File: src/rtl/trigger_conditioner.sv
`default_nettype none
// +----------------------------------------------------------------------------+
// | trigger_conditioner                                                        |
// | Synchronises, debounces and holds off a raw trigger for the monostable;    |
// | emits a clean level, edge strobes and a saturating rejected-glitch count.  |
// | Revision: 1.0                                                              |
// +----------------------------------------------------------------------------+
module trigger_conditioner #(
  parameter int SYNC_STAGES     = 2,
  parameter int DEBOUNCE_CYCLES = 1000,
  parameter int HOLDOFF_CYCLES  = 5000
) (
  input  logic       clk,
  input  logic       rst_n,
  input  logic       enable,
  input  logic       raw_in,
  input  logic       glitch_clr,
  output logic       trigger,
  output logic       rise_pulse,
  output logic       fall_pulse,
  output logic       busy,
  output logic [7:0] glitch_count
);

  localparam int MAX_CYC = (DEBOUNCE_CYCLES > HOLDOFF_CYCLES) ? DEBOUNCE_CYCLES : HOLDOFF_CYCLES;
  localparam int CNT_W   = $clog2(MAX_CYC + 1);

  // Entry into a qualifying state is sample #1, so the last compare value is N-2.
  localparam logic [CNT_W-1:0] DEB_LAST  = CNT_W'(DEBOUNCE_CYCLES - 2);
  localparam logic [CNT_W-1:0] HOLD_LAST = CNT_W'(HOLDOFF_CYCLES - 1);

  localparam logic [2:0] IDLE_LOW  = 3'd0;
  localparam logic [2:0] QUAL_HIGH = 3'd1;
  localparam logic [2:0] HIGH      = 3'd2;
  localparam logic [2:0] QUAL_LOW  = 3'd3;
  localparam logic [2:0] HOLDOFF   = 3'd4;

  logic [SYNC_STAGES-1:0] sync_q;
  logic                   s;
  logic [2:0]             state_q, state_d;
  logic [CNT_W-1:0]       cnt_q, cnt_d;
  logic                   glitch_ev;
  logic                   rise_q, rise_d;
  logic                   fall_q, fall_d;
  logic [7:0]             gcnt_q, gcnt_d;

  always_ff @(posedge clk) begin
    if (!rst_n) begin
      sync_q <= '0;
    end else begin
      sync_q <= {sync_q[SYNC_STAGES-2:0], raw_in};
    end
  end

  assign s = sync_q[SYNC_STAGES-1];

  // State register plus the registered strobes and glitch counter
  always_ff @(posedge clk) begin
    if (!rst_n) begin
      state_q <= IDLE_LOW;
      cnt_q   <= '0;
      rise_q  <= 1'b0;
      fall_q  <= 1'b0;
      gcnt_q  <= 8'd0;
    end else begin
      state_q <= state_d;
      cnt_q   <= cnt_d;
      rise_q  <= rise_d;
      fall_q  <= fall_d;
      gcnt_q  <= gcnt_d;
    end
  end

  always_comb begin
    state_d   = state_q;
    glitch_ev = 1'b0;
    case (state_q)
      IDLE_LOW: begin
        if (enable && s) state_d = QUAL_HIGH;
      end
      QUAL_HIGH: begin
        if (!enable) begin
          state_d = IDLE_LOW;
        end else if (!s) begin
          state_d   = IDLE_LOW;
          glitch_ev = 1'b1;
        end else if (cnt_q == DEB_LAST) begin
          state_d = HIGH;
        end
      end
      HIGH: begin
        if (!enable)  state_d = HOLDOFF;
        else if (!s)  state_d = QUAL_LOW;
      end
      QUAL_LOW: begin
        if (!enable) begin
          state_d = HOLDOFF;
        end else if (s) begin
          state_d   = HIGH;
          glitch_ev = 1'b1;
        end else if (cnt_q == DEB_LAST) begin
          state_d = HOLDOFF;
        end
      end
      HOLDOFF: begin
        // A level held through holdoff must still be fully requalified.
        if (cnt_q == HOLD_LAST) state_d = (enable && s) ? QUAL_HIGH : IDLE_LOW;
      end
      default: state_d = IDLE_LOW;
    endcase
  end

  always_comb begin
    trigger = (state_q == HIGH) || (state_q == QUAL_LOW);
    busy    = (state_q != IDLE_LOW);
    rise_d  = (state_q == QUAL_HIGH) && (state_d == HIGH);
    fall_d  = (state_q != HOLDOFF) && (state_d == HOLDOFF);

    if (state_d != state_q) begin
      cnt_d = '0;
    end else if ((state_q == QUAL_HIGH) || (state_q == QUAL_LOW) || (state_q == HOLDOFF)) begin
      cnt_d = cnt_q + CNT_W'(1);
    end else begin
      cnt_d = '0;
    end

    if (glitch_clr) begin
      gcnt_d = 8'd0;
    end else if (glitch_ev && (gcnt_q != 8'hFF)) begin
      gcnt_d = gcnt_q + 8'd1;
    end else begin
      gcnt_d = gcnt_q;
    end
  end

  assign rise_pulse   = rise_q;
  assign fall_pulse   = fall_q;
  assign glitch_count = gcnt_q;

endmodule
`default_nettype wire

File: config.mk
export PLATFORM = sky130hd
export DESIGN_NAME = trigger_conditioner
export DESIGN_NICKNAME = d
export VERILOG_FILES = /design/src/rtl/trigger_conditioner.sv
export SDC_FILE = /design/constraint.sdc
export NUM_CORES = 1
export LEC_CHECK = 0
export CAP_MARGIN = 5
export CORE_MARGIN = 5
export CORE_UTILIZATION = 25
export CTS_CLUSTER_SIZE = 24
export DETAILED_ROUTE_END_ITERATION = 10
export PLACE_DENSITY = 0.45
export SYNTH_ARGS = -nofsm -noshare
export SYNTH_HDL_FRONTEND = slang
export SYNTH_SLANG_ARGS = --single-unit
File: constraint.sdc
create_clock -name clk -period 1.9 [get_ports clk]
set_input_delay 0.38 -clock clk [delete_from_list [all_inputs] [get_ports clk]]
set_output_delay 0.38 -clock clk [all_outputs]
set_load 0.01 [all_outputs]
==> flow_metrics.py, run 1 <==
metrics = {
    "flow_run": {
        "maxCapViolCount": 0,
    },
    "synth": {
        "synth_nets": 167,
        "synth_top_area_share_pct": 39.1,
        "seq_area_frac_synth_pct": 39.1,
        "yosysTopAreaCell": "dfxtp_1",
        "synth-seq-cells": 28,
        "async_flop_share_pct": 0,
        "synth_edf_count": 0,
        "synthFlopType": "dfxtp_1",
        "syn-cell-area_mm2": 0.00143,
        "synthTopCellsByArea": "dfxtp_1 (39%), xor2_1 (7.9%), nor2_1 (6.5%), nor4_4 (3.0%), nand3_1 (2.8%)",
        "avgSynthCellArea_um2": 9.02,
        "yosysWarnings": 0,
        "synth.distinct_cells": 38,
        "syn_inst": 159,
    },
    "drt": {
        "drc": 0,
        "vias": 1224,
        "routed_wl_um": 3120,
        "routedWlPerCell_um": 11.5,
        "dr.pass1.iters": 4,
        "vias_per_cell": 4.53,
        "drt_iter0_drc": 44,
        "antenna_left": 0,
    },
    "hold_path": {
        "hold_depth": 1,
        "worstHoldPathType": "reg -> reg",
        "min-delay-start": "sync_q[0]",
        "min_to": "sync_q[1]",
    },
    "cts": {
        "cts_root_buffer": "clkbuf_8",
        "clk_path_buf_depth": 2,
        "cts.sinks": 28,
        "clk_latency_ps": 270,
        "cts_buffers": 3,
        "clk_pin_slew_worst_paths_ps": 100,
        "tritoncts": "yes",
        "cts_htree_levels": 1,
    },
    "critical_path": {
        "critPathSlowestCell": "or4b_4",
        "timing.rr.end": "rise_pulse",
        "crit_arrival_ps": 2000,
        "cp_cell_sequence": "or4b_4, nor4_4, buf_4, mux2i_4, nor4_4, nor4b_2",
        "r2r-start": "cnt_q[3]",
        "reg2reg_slack_ps": 60,
        "critical_path_buf_inv_count": 1,
        "cp_top_family": "simple AND/OR/NAND/NOR gates",
        "cp_slowest_stage_delay_ps": 590,
        "cp.required_ps": 2060,
        "r2r_cells": 6,
        "crit_fanout": 4,
        "path_common_cell": "nor4_4",
        "end_kind": "register",
        "startpoint_type": "register",
        "path_class": "reg -> reg",
    },
    "grt": {
        "grt_pass1_vias": 1168,
        "grt_pass1_wl_um": 5270,
        "grt_usage_pct": 8.67,
        "antenna_found_initial": 0,
        "grt.overflow.total": 0,
        "grt_max_degree": 15,
    },
    "sta": {
        "finalHoldViolCount": 0,
        "finalCritPeriodShare_pct": 96.9,
        "worst_slew_margin_rel_pct": 70.1,
        "setup_violations": 0,
        "period_minus_slack_ps": 1840,
        "rsz0062_at_grt": "true",
        "max_freq_mhz": 543,
        "maxSlewViolCount": 0,
        "fin_setup_tns_ps": 0,
        "worst_pin_slew_ps": 448,
        "clock_skew_ps": 3.50,
    },
    "die": {
        "rows": 27,
        "coreArea_mm2": 0.00554,
        "die_h_um": 85.7,
        "initial_core_util_pct": 25.9,
        "die-area_mm2": 0.00735,
        "dieWidth_um": 85.7,
        "ios": 17,
    },
    "power": {
        "intPower_uw": 753,
        "pwr_density_cell_mw_per_mm2": 497,
        "p_seq_share_pct": 61.7,
        "ir_drop_mv": 0.238,
        "power.leakage_nw": 0.710,
        "switching_share_pct": 21.4,
        "p_switching_uw": 204,
        "p_comb_share_pct": 4.5,
        "clockPowerShare_pct": 33.8,
    },
    "final_layout": {
        "fillers": 605,
        "antennaDiodeCount": 0,
        "layout-drive-gt1-share_pct": 21.7,
        "area_growth_syn_to_layout_pct": 34.4,
        "stdcell_count": 270,
        "nets": 208,
    },
    "placement": {
        "dp.cells": 266,
        "place_congestion": 0.713,
        "io_buffers": 16,
        "hpwl_um": 2370,
    },
    "status": {
        "outcome": "finished, final reports clean",
    },
}
## cell usage after synthesis, types with 2 or more instances
library cell / n
dfxtp_1: 28
ha_1: 3
nand4b_1: 2
clkbuf_8: 2
nor3_1: 7
nand4_1: 3
o211ai_1: 2
o21ai_0: 4
nand2_1: 10
and3_1: 3
or4bb_1: 2
nor2_1: 25
nor2b_1: 4
buf_6: 2
mux2i_1: 3
inv_1: 7
xnor2_1: 3
nand3_1: 8
nand2b_1: 2
and2_1: 6
xor2_1: 13
nor4_4: 2
a211oi_1: 3
## cell usage in the layout, fill, tap and decap left out, types with 2 or more instances in the layout
cell type | synthesis | routed
or4bb_1 | 2 | 2
o211ai_1 | 2 | 2
clkdlybuf4s50_1 | 0 | 15
nor3_1 | 7 | 6
dfxtp_2 | 0 | 3
nand4b_1 | 2 | 2
nand3_1 | 8 | 8
xor2_1 | 13 | 13
and2_1 | 6 | 6
nand4_1 | 3 | 3
nor2_1 | 25 | 25
buf_4 | 0 | 24
ha_1 | 3 | 3
dfxtp_1 | 28 | 24
nor2b_1 | 4 | 4
clkbuf_8 | 2 | 3
nand2_1 | 10 | 10
inv_1 | 7 | 7
nor4_4 | 2 | 2
a211oi_1 | 3 | 2
o21ai_0 | 4 | 3
nand2b_1 | 2 | 2
xnor2_1 | 3 | 3
and3_1 | 3 | 3
mux2i_1 | 3 | 2
## logic make-up after synthesis
logic type | synth area share (%)
multiplexers | 2.09
flip-flops | 39.1
adder cells (fa/ha/maj) | 2.62
AO/OA/AOI/OAI | 7.59
buffers and inverters | 5.58
XOR/XNOR | 9.77
AND/OR/NAND/NOR | 33.2
## timing repair
item	CTS	global route
buffers inserted	1	0
resized for setup	6	10
hold buffers	0	0
pin swaps	1	1
setup endpoints to repair	16	16
## registers in the layout, summed over array words and instances, names as in the netlist
signal and flops:
rise_pulse 1, state_q 3, fall_pulse 1, sync_q 2
glitch_count 8, cnt_q 13
## final cells by class
| type | count | area [um2] | area share (%) |
|---|---|---|---|
| Multi-Input combinational cell | 119 | 842 | 43.7 |
| Timing Repair Buffer | 41 | 359 | 18.6 |
| Clock buffer | 3 | 41.3 | 2.14 |
| Tap cell | 72 | 90.1 | 4.68 |
| Inverter | 7 | 26.3 | 1.36 |
| Sequential cell | 28 | 568 | 29.5 |
## power groups by stage
stage	clock, mW	sequential [mW]	combinational, mW
3_5_place_dp	0	0.605	0.0403
5_1_grt	0.367	0.591	0.0470
2_1_floorplan	0	0.604	0.0182
4_1_cts	0.341	0.592	0.0421
6_report	0.323	0.591	0.0430
3_3_place_gp	0	0.605	0.0396
## metrics by stage
stage                     hold WS (ps)  worst slack [ps]  power (mW)  utilization, %  area (um2)
final                              445              58.7       0.957            34.8        1930
after global routing               469             -57.4        1.01            34.8        1930
after CTS                          448              14.9       0.975            34.0        1880
after detailed placement           420              -279       0.646            32.7        1810
after global placement             419              -235       0.645            32.7        1810
after floorplan                    412              72.5       0.623               -        1430
## worst max path at each step
stage | to | start | slack, ps | cells after the start
6_report | rise_pulse | cnt_q[3] | 60 | 6
3_3_place_gp | cnt_q[4] | enable | -230 | 6
2_1_floorplan | cnt_q[5] | cnt_q[3] | 70 | 6
4_1_cts | trigger | state_q[1] | 10 | 2
5_1_grt | rise_pulse | cnt_q[3] | -60 | 6
3_5_place_dp | cnt_q[7] | enable | -280 | 6
## metal layers
metal	GRT usage [%]	wire length, um	up-vias
li1	-	-	630
met1	11.7	1500	570
met3	2.79	148	2
met5	0	0	-
met2	13.8	1450	22
met4	1.29	19	0
(Power assumes the default switching activity.)
==> inputs of run 2 (changes only) <==
Settings changed: SLEW_MARGIN set to 25.
==> results of run 2 <==
The final DEF is identical to that of run 1; final timing and power are the same.
